File: src/rtl/wb_regfile_sb.sv
`default_nettype none
// ============================================================================
// Module   : wb_regfile_sb (with qspa_pkg)
// Brief    : QSP writeback stage. Register file and flags commit, bypassed
//            decode read ports, and a per-register pending-write scoreboard.
// Revision : 1.0  initial release
// ============================================================================

package qspa_pkg;
    localparam int DATA_WIDTH = 32;
endpackage

module wb_regfile_sb
    import qspa_pkg::*;
#(
    parameter int NUM_REGS = 16,
    parameter bit R0_ZERO  = 1'b1
) (
    input  logic                  clk,
    input  logic                  rst_n,
    input  logic [DATA_WIDTH-1:0] wb_alu_result,
    input  logic [3:0]            wb_rd_addr,
    input  logic                  wb_we,
    input  logic                  wb_flags_we,
    input  logic                  wb_flag_zero,
    input  logic                  wb_flag_carry,
    input  logic                  wb_flag_ovf,
    input  logic [3:0]            id_rs1_addr,
    input  logic [3:0]            id_rs2_addr,
    output logic [DATA_WIDTH-1:0] id_rs1_data,
    output logic [DATA_WIDTH-1:0] id_rs2_data,
    input  logic                  id_issue,
    input  logic                  id_issue_we,
    input  logic [3:0]            id_issue_rd,
    output logic [2:0]            id_flags,
    output logic                  hz_stall,
    output logic                  sb_overflow
);

    localparam logic [1:0] c_PEND_MAX = 2'd3;

    logic [DATA_WIDTH-1:0] r_regs [NUM_REGS];
    logic [1:0]            r_pend [NUM_REGS];
    logic [2:0]            r_flags;
    logic                  r_sb_overflow;

    logic [NUM_REGS-1:0]   w_inc;
    logic [NUM_REGS-1:0]   w_dec;
    logic                  w_ovf_set;

    function automatic logic f_is_r0(input logic [3:0] a);
        return R0_ZERO && (a == 4'd0);
    endfunction

    // R0 is excluded from both counting and storage when it is hardwired zero.
    always_comb begin
        w_inc     = '0;
        w_dec     = '0;
        w_ovf_set = 1'b0;
        for (int r = 0; r < NUM_REGS; r++) begin
            if (!(R0_ZERO && r == 0)) begin
                w_inc[r] = id_issue && id_issue_we && (id_issue_rd == 4'(r));
                w_dec[r] = wb_we && (wb_rd_addr == 4'(r));
            end
            if (w_inc[r] && !w_dec[r] && (r_pend[r] == c_PEND_MAX)) begin
                w_ovf_set = 1'b1;
            end
        end
    end

    always_ff @(posedge clk or negedge rst_n) begin
        if (!rst_n) begin
            for (int r = 0; r < NUM_REGS; r++) begin
                r_regs[r] <= '0;
                r_pend[r] <= 2'd0;
            end
            r_flags       <= 3'b000;
            r_sb_overflow <= 1'b0;
        end else begin
            for (int r = 0; r < NUM_REGS; r++) begin
                if (w_dec[r]) begin
                    r_regs[r] <= wb_alu_result;
                end
                if (w_inc[r] && !w_dec[r]) begin
                    if (r_pend[r] != c_PEND_MAX) r_pend[r] <= r_pend[r] + 2'd1;
                end else if (w_dec[r] && !w_inc[r]) begin
                    if (r_pend[r] != 2'd0) r_pend[r] <= r_pend[r] - 2'd1;
                end
            end
            if (wb_flags_we) begin
                r_flags <= {wb_flag_ovf, wb_flag_carry, wb_flag_zero};
            end
            if (w_ovf_set) begin
                r_sb_overflow <= 1'b1;
            end
        end
    end

    logic       w_dec1, w_dec2;
    logic [1:0] w_pend1, w_pend2;
    logic       w_haz1, w_haz2;

    assign w_dec1  = wb_we && (wb_rd_addr == id_rs1_addr);
    assign w_dec2  = wb_we && (wb_rd_addr == id_rs2_addr);

    assign id_rs1_data = f_is_r0(id_rs1_addr) ? '0 :
                         w_dec1 ? wb_alu_result : r_regs[id_rs1_addr];
    assign id_rs2_data = f_is_r0(id_rs2_addr) ? '0 :
                         w_dec2 ? wb_alu_result : r_regs[id_rs2_addr];

    assign id_flags = wb_flags_we ? {wb_flag_ovf, wb_flag_carry, wb_flag_zero} : r_flags;

    // A single outstanding writer that commits this cycle is covered by the bypass.
    assign w_pend1 = r_pend[id_rs1_addr];
    assign w_pend2 = r_pend[id_rs2_addr];
    assign w_haz1  = !f_is_r0(id_rs1_addr) &&
                     ((w_pend1 > 2'd1) || ((w_pend1 == 2'd1) && !w_dec1));
    assign w_haz2  = !f_is_r0(id_rs2_addr) &&
                     ((w_pend2 > 2'd1) || ((w_pend2 == 2'd1) && !w_dec2));

    assign hz_stall    = w_haz1 | w_haz2;
    assign sb_overflow = r_sb_overflow;

endmodule

`default_nettype wire
File: config.mk
export PLATFORM = sky130hd
export DESIGN_NAME = wb_regfile_sb
export DESIGN_NICKNAME = d
export VERILOG_FILES = /design/src/rtl/wb_regfile_sb.sv
export SDC_FILE = /design/constraint.sdc
export NUM_CORES = 1
export LEC_CHECK = 0
export BUFFER_PORTS_ARGS = -buffer_cell sky130_fd_sc_hd__buf_2
export CORE_MARGIN = 2
export CORE_UTILIZATION = 63
export DETAILED_ROUTE_END_ITERATION = 12
export GPL_TIMING_DRIVEN = 0
export PLACE_DENSITY = 0.92
export SLEW_MARGIN = 10
export SYNTH_ARGS = -nofsm -noshare
export SYNTH_HDL_FRONTEND = slang
export SYNTH_SLANG_ARGS = --single-unit
File: constraint.sdc
create_clock -name clk -period 2.3 [get_ports clk]
set_input_delay 0.23 -clock clk [delete_from_list [all_inputs] [get_ports clk]]
set_output_delay 0.23 -clock clk [all_outputs]
set_load 0.02 [all_outputs]
==> qor.yml <==
drv_slew: 0
synth-main-ff-cell: "dfrtp_1"
syn_area_um2: 28900
wl_per_cell_um: 36.3
p_seq_share_pct: 40.7
comb_power_share_pct: 29.6
crit_chain: "buf_2, nor2b_1, clkbuf_1, clkbuf_2, a22o_1, mux4_2, mux2i_4, nor2_2, buf_6"
ys_seq_elements: 514
crit_type: "input port to output pin"
stdcell_count: 3038
r2r_end: "sb_overflow$_DFFE_PN0P_"
async_reset_ff_share_pct: 100
dp_hpwl_mm: 61.2
whs_ns: 0.203
drt-initial-drc-count: 4132
grt_pass1_wl_mm: 151
final_nets: 2464
whs_endpoint: "r_pend[14]$_DFFE_PN0P_"
total_power_mw: 31.6
clock-sinks: 514
htreeDepth: 2
antenna_found_initial: 11
grt_pass1_vias: 24000
cp.arrival_ns: 2.73
avgSynthCellArea_um2: 14.1
vdd_drop_max_mv: 0.678
coreArea_um2: 45300
path_max_fanout: 10
cts_root_buf: "clkbuf_16"
fin_area_um2: 35100
power_frac_clock_pct: 29.6
yosys.area.top_type: "dfrtp_1"
synthCells: 2042
fin_skew_ns: 0.0274
grt_max_degree: 121
syn2layout_area_growth_pct: 21.4
synth-edff-count: 0
synth.distinct_cells: 40
clk_path_buf_depth: 3
finalHoldViolations: 0
dp_slack_ns: -0.986
r2r_start: "r_pend[15]$_DFFE_PN0P_"
cts_tree: "done"
die_area_um2: 47600
worstSetupStartpointType: "input port"
cts.clk_slew.worst_paths_ns: 0.06
p_int_mw: 21.5
cts_made_buffers: 54
r2r_setup_slack_ns: 0.62
grt.overflow.total: 0
wl_mm: 110
cpPeakStageDelay_ns: 0.46
holdCritStartpoint: "id_issue_rd[1]"
path_buf_inv: 4
failed_checks: "negative setup slack"
drive_above_1_share_pct: 53.5
swShare_pct: 31.9
drc: 0
ant_nets: 0
setup_viol: 65
crit_slowest_cell: "clkbuf_1"
track_usage_pct: 43.9
synthTopCellsByArea: "dfrtp_1 45%, mux4_2 19%, mux2_2 18%, mux2_1 3.5%, mux2i_1 2.0%"
dieWidth_um: 218
power_density_nw_per_um2: 901
maxSlewHeadroom_pct: 20.4
synth_nets: 2114
fin_tns_setup_ns: -24.62
drt_pre_antenna_iters: 10
vias: 23900
die_h_um: 218
drv_cap: 0
cp.required_ns: 2.07
rows: 78
dpl-instance-area_um2: 30400
place_congestion: 0.943
crit_family: "buffers and inverters"
hold_class: "input port to flop"
finalCriticalPeriod_ns: 2.96
yosysSeqAreaShare_pct: 44.5
p_leak_nw: 15.0
worstSkewPairLatency_ns: 0.67
fin_ws_ns: -0.655
run_status: "complete, but fails checks"
switching_power_mw: 10.1
dp.cells: 2769
tightestPinTransition_ns: 1.19
yosys_warnings: 0
rr_worst_depth: 6
routed_via_density: 7.87
rsz0062_at_grt: "yes"
fmax_ghz: 0.338
fillers: 2253
hold_depth: 5
period_share_pct: 128
portBuffers: 121
yosys.area.top_type_share_pct: 44.5
utilization_pct: 77.4
critPathCaptureType: "output pin"
io_pins: 126
initial_core_util_pct: 63.8
worst min-delay path: cells and delay by family:
family / cells / cell delay, ns
AND/OR/NAND/NOR: 2 / 0.17
buffers and inverters: 1 / 0.13
adder cells (fa/ha/maj): 1 / 0.21
AO/OA/AOI/OAI: 1 / 0.07
state kept, by name, indices dropped and copies added, names as in the netlist:
signal and flops:
r_regs 480, r_pend 30, r_flags 3, sb_overflow 1
logic make-up after synthesis:
group	after synthesis	synth area share [%]
AOI/OAI and AO/OA	178	4.34
xor gates and xnor gates	8	0.243
adders and majority gates	15	0.650
buffers and inverters	202	3.33
DFF	514	44.5
muxes	855	42.7
and+or+nand+nor	270	4.21
per-layer routing:
layer  track usage (%)  wire length (um)
met1              52.8             34300
met5                 0                44
met4              34.0             11000
met2              63.4             47200
met3              17.7             17700
synth_stat cells (2+ instances only):
| cell | number |
|---|---|
| nor3_1 | 18 |
| buf_2 | 51 |
| inv_1 | 11 |
| dfrtp_1 | 514 |
| buf_1 | 9 |
| nand2b_1 | 6 |
| nand4_1 | 5 |
| mux2_1 | 91 |
| buf_6 | 14 |
| and2_1 | 12 |
| nor2b_1 | 20 |
| a221oi_1 | 26 |
| xnor2_1 | 2 |
| nand2_1 | 75 |
| nand3_1 | 10 |
| nor4_1 | 4 |
| or3_1 | 3 |
| a211oi_1 | 22 |
| o21ai_1 | 2 |
| clkbuf_1 | 108 |
| nand3b_1 | 6 |
| mux4_2 | 246 |
| a21oi_1 | 27 |
| mux2i_1 | 58 |
| nor2_1 | 105 |
| a22o_1 | 42 |
| buf_4 | 9 |
| mux2_2 | 460 |
| o21bai_1 | 3 |
| xor2_1 | 6 |
| o31ai_1 | 12 |
| and3_1 | 2 |
| o21ai_0 | 42 |
| ha_1 | 15 |
final cells by class:
class | instances | area (um2) | share of cell area [%]
repair buffers | 296 | 2450 | 6.98
clock buffers | 77 | 1570 | 4.48
flip-flops and latches | 514 | 12900 | 36.7
diodes | 8 | 20.0 | 0.0571
plain buffers | 189 | 1310 | 3.73
well taps | 600 | 751 | 2.14
clock inverters | 17 | 238 | 0.678
multi-input cells | 1326 | 15800 | 45.1
inverters | 11 | 41.3 | 0.118
cell usage in the layout (no fill, tap or decap), types with 7 or more instances in the layout:
| master | synthesis | layout |
|---|---|---|
| buf_2 | 51 | 85 |
| o31ai_1 | 12 | 12 |
| ha_1 | 15 | 15 |
| nor2_2 | 0 | 16 |
| dfrtp_1 | 514 | 506 |
| clkbuf_16 | 0 | 55 |
| nand3_1 | 10 | 8 |
| a22o_1 | 42 | 41 |
| mux2_2 | 460 | 453 |
| mux2i_2 | 0 | 11 |
| clkinv_2 | 0 | 7 |
| buf_6 | 14 | 74 |
| clkbuf_2 | 0 | 20 |
| clkbuf_4 | 0 | 22 |
| a221oi_2 | 0 | 7 |
| a21oi_2 | 0 | 17 |
| mux2_4 | 0 | 8 |
| nand2_1 | 75 | 75 |
| nor3_4 | 0 | 8 |
| mux2i_1 | 58 | 38 |
| inv_1 | 11 | 11 |
| buf_4 | 9 | 163 |
| mux2i_4 | 0 | 9 |
| diode_2 | 0 | 8 |
| mux2_1 | 91 | 90 |
| nor2_1 | 105 | 71 |
| dfrtp_2 | 0 | 8 |
| a221oi_1 | 26 | 18 |
| clkbuf_1 | 108 | 73 |
| nor2_4 | 0 | 18 |
| a21oi_1 | 27 | 7 |
| a211oi_1 | 22 | 9 |
| o21ai_0 | 42 | 42 |
| clkbuf_8 | 0 | 13 |
| mux4_2 | 246 | 246 |
| dlygate4sd3_1 | 0 | 40 |
| and2_1 | 12 | 12 |
| a211oi_2 | 0 | 12 |
| nor2b_1 | 20 | 18 |
worst max path at each step:
stage | from | endpoint | slack [ns] | cells after the start
after floorplan | wb_rd_addr[0] | sb_overflow$_DFFE_PN0P_ | 0.007 | 10
after global placement | rst_n | r_regs[145]$_DFFE_PN0P_ | -8.97 | 1
after detailed placement | id_rs2_addr[1] | id_rs2_data[18] | -0.99 | 8
after CTS | r_regs[238]$_DFFE_PN0P_ | id_rs1_data[14] | -0.41 | 5
after global routing | r_regs[53]$_DFFE_PN0P_ | id_rs1_data[21] | -0.60 | 5
final | id_rs1_addr[1] | id_rs1_data[14] | -0.66 | 9
power groups by stage:
stage	Combinational, mW	Clock, mW	Sequential, mW
final	9.36	9.36	12.9
after CTS	8.10	9.10	12.5
after floorplan	5.29	0	12.1
after global placement	6.74	0	12.3
after global routing	9.62	9.57	12.9
after detailed placement	7.11	0	12.6
what timing repair did:
action	CTS	global route
setup endpoints to repair	66	66
buffers inserted	81	51
resized for setup	254	189
hold endpoints to repair	444	0
hold buffers	40	0
pin swaps	20	59
Power figures use the tool's default switching activity.
